===== config.mk =====
export PLATFORM = sky130hd
export DESIGN_NAME = decode_ctrl_pipe
export DESIGN_NICKNAME = d
export VERILOG_FILES = /design/src/rtl/decode_pkg.sv /design/src/rtl/decode_ctrl_lut.sv /design/src/rtl/decode_ctrl_pipe.sv
export SDC_FILE = /design/constraint.sdc
export NUM_CORES = 1
export LEC_CHECK = 0
export ABC_AREA = 1
export CORE_AREA = 5 5 102 104
export CTS_CLUSTER_DIAMETER = 40
export DETAILED_ROUTE_END_ITERATION = 12
export DIE_AREA = 0 0 107 109
export GPL_TIMING_DRIVEN = 0
export PLACE_DENSITY_LB_ADDON = 0.1
export RECOVER_POWER = 100
export SETUP_SLACK_MARGIN = 0.05
export SYNTH_ARGS = -nofsm -noshare
export SYNTH_HDL_FRONTEND = slang
export SYNTH_HIERARCHICAL = 1
export SYNTH_SLANG_ARGS = --single-unit

===== constraint.sdc =====
create_clock -name clk -period 1.5 [get_ports clk]
set_input_delay 0.3 -clock clk [delete_from_list [all_inputs] [get_ports clk]]
set_output_delay 0.3 -clock clk [all_outputs]
set_load 0.02 [all_outputs]

===== src/rtl/decode_pkg.sv =====
// Shared opcodes, control encodings and ID/EX bundle types for the RV32I decoder.
// Optional M-extension decode is enabled by defining DECODE_M_EXT_EN.
package decode_pkg;

    localparam logic [6:0] OP_LOAD   = 7'b0000011;
    localparam logic [6:0] OP_STORE  = 7'b0100011;
    localparam logic [6:0] OP_R      = 7'b0110011;
    localparam logic [6:0] OP_IMM    = 7'b0010011;
    localparam logic [6:0] OP_BRANCH = 7'b1100011;
    localparam logic [6:0] OP_JAL    = 7'b1101111;
    localparam logic [6:0] OP_JALR   = 7'b1100111;
    localparam logic [6:0] OP_LUI    = 7'b0110111;
    localparam logic [6:0] OP_AUIPC  = 7'b0010111;

    localparam logic [6:0] F7_ZERO = 7'b0000000;
    localparam logic [6:0] F7_ALT  = 7'b0100000;
    localparam logic [6:0] F7_MUL  = 7'b0000001;

    localparam logic [2:0] IMM_I = 3'b000;
    localparam logic [2:0] IMM_S = 3'b001;
    localparam logic [2:0] IMM_B = 3'b010;
    localparam logic [2:0] IMM_J = 3'b011;
    localparam logic [2:0] IMM_U = 3'b100;

    localparam logic [1:0] SRCA_RS1  = 2'b00;
    localparam logic [1:0] SRCA_PC   = 2'b01;
    localparam logic [1:0] SRCA_ZERO = 2'b10;

    localparam logic [1:0] RES_ALU = 2'b00;
    localparam logic [1:0] RES_MEM = 2'b01;
    localparam logic [1:0] RES_PC4 = 2'b10;

    localparam logic [1:0] ALUOP_ADD = 2'b00;
    localparam logic [1:0] ALUOP_BR  = 2'b01;
    localparam logic [1:0] ALUOP_FN  = 2'b10;
    localparam logic [1:0] ALUOP_M   = 2'b11;

    localparam logic [2:0] LD_B  = 3'b000;
    localparam logic [2:0] LD_H  = 3'b001;
    localparam logic [2:0] LD_W  = 3'b010;
    localparam logic [2:0] LD_BU = 3'b011;
    localparam logic [2:0] LD_HU = 3'b100;

    localparam logic [1:0] ST_B = 2'b00;
    localparam logic [1:0] ST_H = 2'b01;
    localparam logic [1:0] ST_W = 2'b10;

    typedef struct packed {
        logic       reg_write;
        logic       mem_write;
        logic       branch;
        logic       jump;
        logic       jalr;
        logic       alu_src;
        logic [2:0] imm_src;
        logic [1:0] src_a_sel;
        logic [1:0] result_src;
        logic [1:0] alu_op;
        logic [2:0] load_type;
        logic [1:0] store_type;
    } ctrl_t;

    localparam ctrl_t CTRL_NOP = '0;

    typedef struct packed {
        logic [4:0] rd;
        logic [4:0] rs1;
        logic [4:0] rs2;
        logic [2:0] funct3;
        logic       funct7b5;
        ctrl_t      ctrl;
        logic       illegal;
    } id_ex_t;

endpackage


===== src/rtl/decode_ctrl_lut.sv =====
// Pure combinational RV32I instruction -> control bundle and illegal flag.
// DECODE_M_EXT_EN makes R-type funct7=0000001 a legal M-extension op.
module decode_ctrl_lut
    import decode_pkg::*;
(
    input  logic [31:0] instr,
    output id_ex_t      dec
);

    logic [6:0] op;
    logic [2:0] f3;
    logic [6:0] f7;
    ctrl_t      c;
    logic       ill;

    assign op = instr[6:0];
    assign f3 = instr[14:12];
    assign f7 = instr[31:25];

    always_comb begin
        c   = CTRL_NOP;
        ill = 1'b0;
        unique case (1'b1)
            (instr[1:0] != 2'b11): ill = 1'b1;
            (op == OP_LOAD): begin
                c.reg_write  = 1'b1;
                c.imm_src    = IMM_I;
                c.alu_src    = 1'b1;
                c.result_src = RES_MEM;
                unique case (f3)
                    3'b000:  c.load_type = LD_B;
                    3'b001:  c.load_type = LD_H;
                    3'b010:  c.load_type = LD_W;
                    3'b100:  c.load_type = LD_BU;
                    3'b101:  c.load_type = LD_HU;
                    default: ill = 1'b1;
                endcase
            end
            (op == OP_STORE): begin
                ill          = f3[2] || (f3[1:0] == 2'b11);
                c.mem_write  = 1'b1;
                c.imm_src    = IMM_S;
                c.alu_src    = 1'b1;
                c.store_type = f3[1:0];
            end
            (op == OP_R): begin
                c.reg_write = 1'b1;
                c.alu_op    = ALUOP_FN;
                unique case (1'b1)
                    (f7 == F7_ZERO): ;
                    (f7 == F7_ALT && (f3 == 3'b000 || f3 == 3'b101)): ;
`ifdef DECODE_M_EXT_EN
                    (f7 == F7_MUL): c.alu_op = ALUOP_M;
`endif
                    default: ill = 1'b1;
                endcase
            end
            (op == OP_IMM): begin
                // shifts reuse funct7 as an encoding field, everything else is immediate
                ill = (f3 == 3'b001 && f7 != F7_ZERO)
                   || (f3 == 3'b101 && f7 != F7_ZERO && f7 != F7_ALT);
                c.reg_write = 1'b1;
                c.imm_src   = IMM_I;
                c.alu_src   = 1'b1;
                c.alu_op    = ALUOP_FN;
            end
            (op == OP_BRANCH): begin
                ill      = (f3 == 3'b010) || (f3 == 3'b011);
                c.branch = 1'b1;
                c.imm_src = IMM_B;
                c.alu_op = ALUOP_BR;
            end
            (op == OP_JAL): begin
                c.reg_write  = 1'b1;
                c.jump       = 1'b1;
                c.imm_src    = IMM_J;
                c.result_src = RES_PC4;
            end
            (op == OP_JALR): begin
                ill          = (f3 != 3'b000);
                c.reg_write  = 1'b1;
                c.jalr       = 1'b1;
                c.imm_src    = IMM_I;
                c.alu_src    = 1'b1;
                c.result_src = RES_PC4;
            end
            (op == OP_LUI): begin
                c.reg_write = 1'b1;
                c.imm_src   = IMM_U;
                c.alu_src   = 1'b1;
                c.src_a_sel = SRCA_ZERO;
            end
            (op == OP_AUIPC): begin
                c.reg_write = 1'b1;
                c.imm_src   = IMM_U;
                c.alu_src   = 1'b1;
                c.src_a_sel = SRCA_PC;
            end
            default: ill = 1'b1;
        endcase
    end

    always_comb begin
        dec          = '0;
        dec.rd       = instr[11:7];
        dec.rs1      = instr[19:15];
        dec.rs2      = instr[24:20];
        dec.funct3   = f3;
        dec.funct7b5 = instr[30];
        dec.ctrl     = ill ? CTRL_NOP : c;
        dec.illegal  = ill;
    end

endmodule


===== src/rtl/decode_ctrl_pipe.sv =====
// ID/EX control register with valid/ready handshake, flush and illegal counter.
// Build with DECODE_M_EXT_EN to accept M-extension R-type encodings.
module decode_ctrl_pipe
    import decode_pkg::*;
#(
    parameter int PC_W  = 32,
    parameter int CNT_W = 8
) (
    input  logic             clk,
    input  logic             rst,
    input  logic             in_valid,
    output logic             in_ready,
    input  logic [31:0]      instr,
    input  logic [PC_W-1:0]  pc,
    input  logic             flush,
    output logic             out_valid,
    input  logic             out_ready,
    output logic [PC_W-1:0]  pc_o,
    output logic [4:0]       rd_o,
    output logic [4:0]       rs1_o,
    output logic [4:0]       rs2_o,
    output logic [2:0]       funct3_o,
    output logic             funct7b5_o,
    output logic             reg_write,
    output logic             mem_write,
    output logic             branch,
    output logic             jump,
    output logic             jalr,
    output logic             alu_src,
    output logic [2:0]       imm_src,
    output logic [1:0]       src_a_sel,
    output logic [1:0]       result_src,
    output logic [1:0]       alu_op,
    output logic [2:0]       load_type,
    output logic [1:0]       store_type,
    output logic             illegal_o,
    output logic [CNT_W-1:0] illegal_cnt
);

    id_ex_t            dec;
    id_ex_t            bundle_q, bundle_d;
    logic [PC_W-1:0]   pc_q, pc_d;
    logic              valid_q, valid_d;
    logic [CNT_W-1:0]  cnt_q, cnt_d;
    logic              accept;

    decode_ctrl_lut u_lut (
        .instr (instr),
        .dec   (dec)
    );

    assign in_ready = !flush && (!valid_q || out_ready);
    assign accept   = in_valid && in_ready;

    always_comb begin
        bundle_d = bundle_q;
        pc_d     = pc_q;
        cnt_d    = cnt_q;
        valid_d  = valid_q;
        if (flush) begin
            valid_d = 1'b0;
        end else if (accept) begin
            valid_d  = 1'b1;
            bundle_d = dec;
            pc_d     = pc;
        end else if (out_ready) begin
            valid_d = 1'b0;
        end
        if (accept && dec.illegal && cnt_q != {CNT_W{1'b1}}) begin
            cnt_d = cnt_q + 1'b1;
        end
    end

    always_ff @(posedge clk or negedge rst) begin
        if (!rst) begin
            valid_q  <= 1'b0;
            bundle_q <= '0;
            pc_q     <= '0;
            cnt_q    <= '0;
        end else begin
            valid_q  <= valid_d;
            bundle_q <= bundle_d;
            pc_q     <= pc_d;
            cnt_q    <= cnt_d;
        end
    end

    assign out_valid   = valid_q;
    assign pc_o        = pc_q;
    assign rd_o        = bundle_q.rd;
    assign rs1_o       = bundle_q.rs1;
    assign rs2_o       = bundle_q.rs2;
    assign funct3_o    = bundle_q.funct3;
    assign funct7b5_o  = bundle_q.funct7b5;
    assign reg_write   = bundle_q.ctrl.reg_write;
    assign mem_write   = bundle_q.ctrl.mem_write;
    assign branch      = bundle_q.ctrl.branch;
    assign jump        = bundle_q.ctrl.jump;
    assign jalr        = bundle_q.ctrl.jalr;
    assign alu_src     = bundle_q.ctrl.alu_src;
    assign imm_src     = bundle_q.ctrl.imm_src;
    assign src_a_sel   = bundle_q.ctrl.src_a_sel;
    assign result_src  = bundle_q.ctrl.result_src;
    assign alu_op      = bundle_q.ctrl.alu_op;
    assign load_type   = bundle_q.ctrl.load_type;
    assign store_type  = bundle_q.ctrl.store_type;
    assign illegal_o   = bundle_q.illegal;
    assign illegal_cnt = cnt_q;

endmodule


==> results.sh, run 1 <==
export IMPL_clk_latency_ns=0.35
export IMPL_run_status="finished, final reports clean"
export IMPL_area_growth_syn_to_layout_pct=46.7
export IMPL_ir_drop_v=0.000519
export IMPL_yosysUniqueCellTypes=27
export IMPL_swShare_pct=31.0
export IMPL_drt_initial_drc_count=190
export IMPL_grt_use_total_pct=19.3
export IMPL_first_pass_iters=5
export IMPL_root_buffer="clkbuf_8"
export IMPL_cts_tree="built"
export IMPL_synth_cells=510
export IMPL_finClkSkew_ns=0.00202
export IMPL_die_area_sq_um=11700
export IMPL_regArea_sq_um=2030
export IMPL_grt_pass1_wl_um=17700
export IMPL_final_cell_mix="nand2_1, dfrtp_1, dlygate4sd2_1"
export IMPL_required_ns=1.20
export IMPL_grt_start_max_net_pins=63
export IMPL_placedCellCount=759
export IMPL_wl_um=10900
export IMPL_final_common_cell="nand2_1"
export IMPL_critPathBufInv=1
export IMPL_synth_area_top_cells="dfrtp_1, nand2_1, buf_4"
export IMPL_wl_per_cell_um=13.8
export IMPL_place_hpwl_um=7980
export IMPL_final_cells=791
export IMPL_fillers=889
export IMPL_internal_power_w=0.00412
export IMPL_drive_above_1_share_pct=21.6
export IMPL_antenna_found_initial=0
export IMPL_p_leak_nw=3.25
export IMPL_p_clk_share_pct=31.3
export IMPL_nets=742
export IMPL_worstHoldPathType="in2reg"
export IMPL_floorplan_rows=36
export IMPL_reg2reg_from="out_valid$_DFFE_PN0P_"
export IMPL_crit_path_start_kind="flop"
export IMPL_cts_buffers=9
export IMPL_crit_slowest_cell="dfrtp_1"
export IMPL_power_density_nw_per_um2=1020
export IMPL_crit_fanout=6
export IMPL_worst_pin_slew_ns=0.579
export IMPL_whs_ns=0.137
export IMPL_timing_slew_headroom_pct=61.4
export IMPL_vias=3691
export IMPL_yosys_area_top_type_share_pct=50.7
export IMPL_max_freq_mhz=698
export IMPL_ys_warn_count=6
export IMPL_gp_congestion=0.853
export IMPL_n_antenna_cell=0
export IMPL_yosysTopAreaCell="dfrtp_1"
export IMPL_initial_core_util_pct=42.3
export IMPL_syn_num_nets=580
export IMPL_end_kind="output port"
export IMPL_max_stage_delay_ns=0.44
export IMPL_crit_arrival_ns=1.13
export IMPL_crit_path_cell_trace="clkdlybuf4s15_1"
export IMPL_finalCriticalPeriod_ns=1.43
export IMPL_grt_setup_unrepaired="no"
export IMPL_drv_slew=0
export IMPL_die_h_um=109
export IMPL_portBuffers=134
export IMPL_crit_family="flip-flops"
export IMPL_coreArea_sq_um=9460
export IMPL_path_class="reg2out"
export IMPL_drc=0
export IMPL_die_w_um=107
export IMPL_grt_remaining_overflow=0
export IMPL_postRouteAntennaNets=0
export IMPL_crit_path_start="illegal_cnt[5]$_DFFE_PN0P_"
export IMPL_drv_cap=0
export IMPL_p_sw_w=0.00185
export IMPL_combinationalPowerShare_pct=24.8
export IMPL_pin_count=151
export IMPL_seqPwrFrac_pct=43.9
export IMPL_first_global_vias=3676
export IMPL_htree_levels=3
export IMPL_synth_seq_cells=81
export IMPL_path_clk_slew_ns=0.08
export IMPL_cts_max_path_buffers=2
export IMPL_hold_start="instr[20]"
export IMPL_via_per_inst=4.67
export IMPL_avgSynthCellArea_sq_um=7.84
export IMPL_hold_viol_final=0
export IMPL_finalCritPeriodShare_pct=95.5
export IMPL_multiInputGateArea_sq_um=1760
export IMPL_setup_viol=0
export IMPL_ys_seq_area_share_pct=50.7
export IMPL_synth_area_sq_um=4000
export IMPL_clock_sinks=81
-- final timing paths --
path                                         endpoint  slack [ns]  depth (start not counted)
setup / recovery                       illegal_cnt[5]        0.07                          1
hold / removal                   rs2_o[0]$_DFFE_PN0P_        0.14                          3
setup reg to reg                  pc_o[2]$_DFFE_PN0P_        0.16                          7
hold reg to reg                  pc_o[24]$_DFFE_PN0P_        0.47                          2
max in group asynchronous  illegal_cnt[2]$_DFFE_PN0P_        0.33                          3
min in group asynchronous         rd_o[4]$_DFFE_PN0P_        0.47                          2
-- cells by family after synthesis --
logic type,synth area share [%]
buf+inv,8.80
compound gates,1.38
flops,50.7
simple gates,38.2
fa+ha+maj,0.313
xor+xnor,0.657
-- per-layer routing --
metal / part of all wire (%) / GRT usage [%]
met5: 0 / 0
met4: 1.4 / 7.95
met3: 6.0 / 3.61
met2: 48 / 31.6
met1: 44 / 25.2
-- power groups by stage --
| stage | logic (W) | registers [W] | clock network [W] |
|---|---|---|---|
| after global routing | 0.00162 | 0.00267 | 0.00202 |
| after global placement | 0.00162 | 0.00266 | 0 |
| final | 0.00148 | 0.00262 | 0.00187 |
| after floorplan | 0.000464 | 0.00298 | 0 |
| after detailed placement | 0.00165 | 0.00267 | 0 |
| after CTS | 0.00150 | 0.00262 | 0.00193 |
-- through the flow --
stage	util (%)	cell area (sq um)	setup slack (ns)	TNS [ns]	total power, W
final	62.0	5870	0.0678	0	0.00598
after global routing	62.0	5870	0.00457	0	0.00631
after CTS	61.7	5830	0.0380	0	0.00605
after detailed placement	58.5	5530	-0.934	-22.73	0.00432
after global placement	58.2	5510	-2.79	-245.84	0.00427
after floorplan	-	4030	-0.0781	-0.622	0.00344
-- area by class of cell --
class | instances | area share (%)
well taps | 114 | 2.43
flip-flops and latches | 81 | 34.6
inverters | 27 | 1.86
plain buffers | 36 | 4.20
repair buffers | 152 | 22.8
multi-input cells | 365 | 30.0
clock buffers | 12 | 2.82
clock inverters | 4 | 1.26
-- cells in the mapped netlist --
library cell	number
nand3_4	2
nor3_1	2
nand3_2	4
dfrtp_1	81
nand4_4	1
o21ai_0	4
a21oi_2	1
inv_1	22
buf_4	21
nor2_1	37
nor2_4	3
nand3_1	10
buf_6	2
inv_2	5
buf_2	14
nand3b_1	1
xnor2_1	2
o21ai_2	3
xor2_1	1
nor3_2	2
nor2_8	1
nor2_2	7
nand4_1	1
ha_1	1
nand2_4	4
nand2_2	4
nand2_1	274
-- sequential cells by signal, indices dropped and copies added (netlist names), 2 cells and up --
register	flops
illegal_cnt	8
result_src	2
load_type	3
src_a_sel	2
store_type	2
imm_src	3
rs1_o	5
pc_o	32
funct3_o	3
rd_o	5
alu_op	2
rs2_o	5
-- what timing repair did --
action / in CTS / in global routing
resized for setup: 153 / 47
setup buffers: 11 / 6
pin swaps: 25 / 26
endpoints found under the hold margin: 19 / 0
hold buffers: 1 / 0
endpoints found under the setup margin: 107 / 35
Power figures use the tool's default switching activity.
==> inputs of run 2 (changes only) <==
--- a/config.mk
+++ b/config.mk
@@ -7,8 +7,10 @@
 export LEC_CHECK = 0
 export ABC_AREA = 1
-export CORE_AREA = 5 5 102 104
+export CELL_PAD_IN_SITES_DETAIL_PLACEMENT = 2
+export CELL_PAD_IN_SITES_GLOBAL_PLACEMENT = 2
+export CORE_AREA = 5 5 133 135
 export CTS_CLUSTER_DIAMETER = 40
 export DETAILED_ROUTE_END_ITERATION = 12
-export DIE_AREA = 0 0 107 109
+export DIE_AREA = 0 0 138 140
 export GPL_TIMING_DRIVEN = 0
 export PLACE_DENSITY_LB_ADDON = 0.1
@@ -17,4 +19,3 @@
 export SYNTH_ARGS = -nofsm -noshare
 export SYNTH_HDL_FRONTEND = slang
-export SYNTH_HIERARCHICAL = 1
 export SYNTH_SLANG_ARGS = --single-unit
==> constraint.sdc (replaced) <==
create_clock -name clk -period 1.5 [get_ports clk]
set_input_delay 0.3 -clock clk [delete_from_list [all_inputs] [get_ports clk]]
set_output_delay 0.3 -clock clk [all_outputs]
set_load 0.005 [all_outputs]
==> results.sh, run 2 <==
export IMPL_synth_area_sq_um=3700
export IMPL_end_kind="flop"
export IMPL_grt_pass1_wl_um=24300
export IMPL_timing_critical_path_to="illegal_cnt[5]$_DFFE_PN0P_"
export IMPL_cts_tree="built"
export IMPL_yosysMostFrequentCell="nand2_1"
export IMPL_finClkSkew_ns=0.00575
export IMPL_wl_per_cell_um=16.8
export IMPL_root_buffer="clkbuf_16"
export IMPL_synth_area_top_cells="dfrtp_1, nand2_1, nand3_1"
export IMPL_path_class="reg2reg"
export IMPL_nets=743
export IMPL_timing_final_ws_setup_ns=-0.0191
export IMPL_hold_viol_final=0
export IMPL_place_hpwl_um=10400
export IMPL_final_cells=898
export IMPL_die_area_sq_um=19300
export IMPL_crit_arrival_ns=1.75
export IMPL_ys_seq_area_share_pct=54.1
export IMPL_drv_slew=0
export IMPL_clock_sinks=80
export IMPL_p_leak_nw=3.51
export IMPL_worstHoldPathType="in2reg"
export IMPL_power_density_nw_per_um2=990
export IMPL_timing_slew_headroom_pct=63.1
export IMPL_area_growth_syn_to_layout_pct=78.7
export IMPL_first_global_vias=4449
export IMPL_cts_buffers=9
export IMPL_crit_path_start_kind="flop"
export IMPL_post_route_util_pct=40.5
export IMPL_die_h_um=140
export IMPL_synthFlopType="dfrtp_1"
export IMPL_drv_cap=0
export IMPL_first_pass_iters=4
export IMPL_grt_start_max_net_pins=64
export IMPL_required_ns=1.74
export IMPL_max_freq_mhz=658
export IMPL_ys_warn_count=0
export IMPL_via_per_inst=4.27
export IMPL_finalCritPeriodShare_pct=101
export IMPL_yosysUniqueCellTypes=28
export IMPL_run_status="complete, but fails checks"
export IMPL_n_antenna_cell=0
export IMPL_rr_worst_depth=9
export IMPL_crit_path_start="illegal_cnt[0]$_DFFE_PN0P_"
export IMPL_grt_setup_unrepaired="yes"
export IMPL_synth_seq_cells=80
export IMPL_grt_remaining_overflow=0
export IMPL_yosysTopAreaCell="dfrtp_1"
export IMPL_die_w_um=138
export IMPL_largest_reg_flops=32
export IMPL_clk_latency_ns=0.34
export IMPL_floorplan_rows=47
export IMPL_synth_common_cells="nand2_1, dfrtp_1, nor2_1, nand3_1, inv_1"
export IMPL_timing_rr_end="illegal_cnt[5]$_DFFE_PN0P_"
export IMPL_crit_fanout=8
export IMPL_setup_viol=2
export IMPL_placedCellCount=830
export IMPL_violations="negative setup slack"
export IMPL_worst_pin_slew_ns=0.554
export IMPL_drt_initial_drc_count=105
export IMPL_antenna_found_initial=0
export IMPL_cts_max_path_buffers=2
export IMPL_htree_levels=3
export IMPL_initial_core_util_pct=22.6
export IMPL_path_clk_slew_ns=0.06
export IMPL_drc=0
export IMPL_final_cell_mix="nand2_1, dlygate4sd2_1, dfrtp_1"
export IMPL_final_common_cell="nand2_1"
export IMPL_portBuffers=150
export IMPL_synthArstFlopShare_pct=100
export IMPL_grt_use_total_pct=15.7
export IMPL_wl_um=15100
export IMPL_synth_cells=459
export IMPL_finalCriticalPeriod_ns=1.52
export IMPL_coreArea_sq_um=16300
export IMPL_syn_num_nets=529
export IMPL_synth_edf_count=0
export IMPL_gp_congestion=0.733
export IMPL_drive_above_1_share_pct=30.1
export IMPL_vias=3832
export IMPL_pin_count=151
export IMPL_hold_start="instr[5]"
export IMPL_postRouteAntennaNets=0
export IMPL_report_power_total_w=0.00655
export IMPL_ff2ff_setup_slack_ns=-0.02
export IMPL_fillers=1879
export IMPL_avgSynthCellArea_sq_um=8.07
export IMPL_ir_drop_v=0.000571
export IMPL_reg2reg_from="illegal_cnt[0]$_DFFE_PN0P_"
export IMPL_yosys_area_top_type_share_pct=54.1
[run 2: area by class of cell]
class | count | area (sq um) | area share, %
buffer | 16 | 158 | 2.38
timing repair buffer | 203 | 1860 | 28.2
clock buffer | 11 | 233 | 3.52
clock inverter | 5 | 81.3 | 1.23
sequential | 80 | 2010 | 30.3
inverter | 29 | 126 | 1.91
multi-input combinational | 334 | 1870 | 28.3
tap | 220 | 275 | 4.16
[run 2: repair_timing]
action | 4_1_cts | 5_1_grt
buffers inserted | 41 | 8
pin swaps | 31 | 35
endpoints found under the setup margin | 161 | 80
hold buffers | 1 | 0
gates resized for setup | 219 | 71
endpoints found under the hold margin | 17 | 0
gates cloned | 3 | 1
[run 2: kinds of logic after synthesis]
kind of cell               Yosys count  synth area share [%]
DFF                                 80                  54.1
and+or+nand+nor                    308                  35.9
adders and majority gates            1                 0.338
xor gates and xnor gates             6                  1.42
AOI/OAI and AO/OA                   18                  3.04
buffers and inverters               46                  5.20
[run 2: how the worst min path moves through the flow]
stage	end	slack [ns]	depth (start not counted)
after floorplan	alu_op[1]$_DFFE_PN0P_	0.004	0
after CTS	src_a_sel[0]$_DFFE_PN0P_	0.25	2
after detailed placement	load_type[2]$_DFFE_PN0P_	0.21	1
final	src_a_sel[0]$_DFFE_PN0P_	0.26	2
after global placement	rs1_o[1]$_DFFE_PN0P_	0.46	2
after global routing	src_a_sel[0]$_DFFE_PN0P_	0.27	2
[run 2: power by group]
group,internal [W],switching (W)
logic,0.000820,0.000744
clock network,0.00146,0.000953
registers,0.00242,0.000151
total,0.00470,0.00185
[run 2: metal layers]
metal / vias up / global-route usage (%) / wire length (um)
li1: 1840 / - / -
met1: 1881 / 17.9 / 6120
met2: 98 / 27.4 / 7740
met3: 13 / 5.59 / 1030
met4: 0 / 4.99 / 180
met5: - / 0 / 0
[run 2: critical path: stages (launching register included)]
cell	delay, ns
dfrtp_1	0.40
buf_6	0.13
ha_4	0.16
nand3_4	0.07
nor2_4	0.05
a41oi_4	0.25
buf_12	0.15
nand2_8	0.08
nand2_2	0.09
nand2_2	0.05
[run 2: through the flow]
stage	setup slack, ns	area (sq um)	hold WS (ns)	TNS [ns]
2_1_floorplan	0.0659	3720	0.00441	0
3_3_place_gp	-3.28	5500	0.462	-318.64
3_5_place_dp	-0.820	5530	0.214	-59.35
4_1_cts	-0.0426	6410	0.247	-0.218
5_1_grt	-0.111	6620	0.269	-0.661
6_report	-0.0191	6620	0.262	-0.0248
==> inputs of run 3 (changes only) <==
- MAX_ROUTING_LAYER: default -> met4
==> results.sh, run 3 (same netlist as run 2, synthesis figures left out) <==
export IMPL_internal_power_w=0.00470
export IMPL_first_global_vias=4477
export IMPL_crit_fanout=8
export IMPL_crit_path_cell_trace="buf_6 > ha_4 > nand3_4 > nor2_4 > a41oi_4 > buf_12 > nand2_8 > nand2_2 > nand2_2"
export IMPL_cts_buffers=9
export IMPL_postRouteAntennaNets=0
export IMPL_multiInputGateArea_sq_um=1870
export IMPL_drv_slew=0
export IMPL_drive_above_1_share_pct=30.1
export IMPL_grt_use_total_pct=16.1
export IMPL_timing_final_ws_setup_ns=-0.0172
export IMPL_wl_per_cell_um=16.8
export IMPL_post_route_util_pct=40.5
export IMPL_drc=0
export IMPL_path_class="reg2reg"
export IMPL_die_h_um=140
export IMPL_crit_path_start="illegal_cnt[0]$_DFFE_PN0P_"
export IMPL_seqPwrFrac_pct=39.2
export IMPL_clk_latency_ns=0.34
export IMPL_ff2ff_setup_slack_ns=-0.02
export IMPL_violations="negative setup slack"
export IMPL_gp_congestion=0.742
export IMPL_final_common_cell="nand2_1"
export IMPL_regArea_sq_um=2010
export IMPL_grt_pass1_wl_um=24200
export IMPL_via_per_inst=4.26
export IMPL_coreArea_sq_um=16300
export IMPL_timing_slew_headroom_pct=63.0
export IMPL_max_stage_delay_ns=0.40
export IMPL_run_status="complete, but fails checks"
export IMPL_rr_worst_depth=9
export IMPL_p_leak_nw=3.51
export IMPL_grt_remaining_overflow=0
export IMPL_end_kind="flop"
export IMPL_drv_cap=0
export IMPL_worstHoldPathType="in2reg"
export IMPL_p_sw_w=0.00185
export IMPL_n_antenna_cell=0
export IMPL_initial_core_util_pct=22.6
export IMPL_crit_slowest_cell="dfrtp_1"
export IMPL_cts_max_path_buffers=2
export IMPL_fillers=1879
export IMPL_wl_um=15100
export IMPL_required_ns=1.73
export IMPL_cts_tree="built"
export IMPL_htree_levels=3
export IMPL_crit_top_cell="nand2_2"
export IMPL_final_cell_mix="nand2_1, dlygate4sd2_1, dfrtp_1"
export IMPL_power_density_nw_per_um2=989
export IMPL_combinationalPowerShare_pct=23.9
export IMPL_p_clk_share_pct=36.8
export IMPL_finalCritPeriodShare_pct=101
export IMPL_finClkSkew_ns=0.00531
export IMPL_timing_rr_end="illegal_cnt[5]$_DFFE_PN0P_"
export IMPL_first_pass_iters=4
export IMPL_finalCriticalPeriod_ns=1.52
export IMPL_floorplan_rows=47
export IMPL_path_clk_slew_ns=0.07
export IMPL_largest_reg_flops=32
export IMPL_timing_critical_path_to="illegal_cnt[5]$_DFFE_PN0P_"
export IMPL_reg2reg_from="illegal_cnt[0]$_DFFE_PN0P_"
export IMPL_crit_path_start_kind="flop"
export IMPL_portBuffers=150
export IMPL_root_buffer="clkbuf_16"
export IMPL_die_w_um=138
export IMPL_area_growth_syn_to_layout_pct=78.7
export IMPL_tns_ns=-0.0210
export IMPL_setup_viol=2
export IMPL_max_freq_mhz=659
export IMPL_ir_drop_v=0.000564
export IMPL_antenna_found_initial=0
export IMPL_die_area_sq_um=19300
export IMPL_crit_arrival_ns=1.75
export IMPL_grt_setup_unrepaired="yes"
export IMPL_grt_start_max_net_pins=64
export IMPL_nets=743
export IMPL_pin_count=151
export IMPL_hold_viol_final=0
export IMPL_worst_pin_slew_ns=0.555
export IMPL_vias=3828
export IMPL_swShare_pct=28.2
export IMPL_drt_initial_drc_count=121
export IMPL_clock_sinks=80
export IMPL_place_hpwl_um=10400
export IMPL_place_ws_ns=-0.820
==> run 3: cell count changes in the layout (fill, tap and decap cells not counted) <==
cell / previous run / this run
clkbuf_2: 6 / 5
buf_2: 7 / 8
==> run 3: worst min-delay path by stage <==
stage	startpoint	endpoint	slack [ns]	cells past startpoint
final	instr[5]	src_a_sel[0]$_DFFE_PN0P_	0.27	2
after global routing	instr[5]	src_a_sel[0]$_DFFE_PN0P_	0.27	2
after CTS	instr[5]	src_a_sel[0]$_DFFE_PN0P_	0.25	2
after detailed placement	rst	load_type[2]$_DFFE_PN0P_	0.21	1
after global placement	rs1_o[1]$_DFFE_PN0P_	rs1_o[1]$_DFFE_PN0P_	0.46	2
after floorplan	rst	alu_op[1]$_DFFE_PN0P_	0.004	0
==> run 3: what timing repair did <==
item	4_1_cts	5_1_grt
setup buffers	41	8
gates cloned	3	1
hold endpoints to repair	17	0
resized for setup	219	72
endpoints found under the setup margin	161	80
hold buffers	1	0
pin swaps	31	35
==> run 3: per-stage QoR <==
| stage | cell area [sq um] | instances | hold WS, ns | total power, W |
|---|---|---|---|---|
| 2_1_floorplan | 3720 | 459 | 0.00441 | 0.00306 |
| 3_3_place_gp | 5500 | 829 | 0.462 | 0.00397 |
| 3_5_place_dp | 5530 | 830 | 0.214 | 0.00404 |
| 4_1_cts | 6410 | 891 | 0.247 | 0.00656 |
| 5_1_grt | 6620 | 898 | 0.270 | 0.00692 |
| 6_report | 6620 | 898 | 0.266 | 0.00655 |
==> run 3: power groups by stage <==
| stage | sequential [W] | clock, W | combinational, W |
|---|---|---|---|
| detailed placement | 0.00265 | 0 | 0.00139 |
| floorplan | 0.00264 | 0 | 0.000419 |
| global route | 0.00261 | 0.00257 | 0.00173 |
| global placement | 0.00263 | 0 | 0.00134 |
| finish | 0.00257 | 0.00241 | 0.00156 |
| CTS | 0.00257 | 0.00248 | 0.00151 |
==> run 3: critical path, delay by kind of cell (launching register included) <==
| family | cells | cell delay (ns) |
|---|---|---|
| flops | 1 | 0.40 |
| fa+ha+maj | 1 | 0.16 |
| compound gates | 1 | 0.25 |
| buf+inv | 2 | 0.28 |
| simple gates | 5 | 0.33 |
==> run 3: cell type report <==
type / instances / share of cell area (%)
Timing Repair Buffer: 203 / 28.2
Sequential cell: 80 / 30.3
Clock buffer: 11 / 3.52
Clock inverter: 5 / 1.23
Buffer: 16 / 2.38
Inverter: 29 / 1.91
Tap cell: 220 / 4.16
Multi-Input combinational cell: 334 / 28.3
==> run 3: per-layer routing <==
metal	wire [um]	vias up	track usage [%]
met5	0	-	-
met4	127	0	4.99
met3	929	8	5.32
met2	7810	94	27.6
met1	6220	1887	17.9
li1	-	1839	-
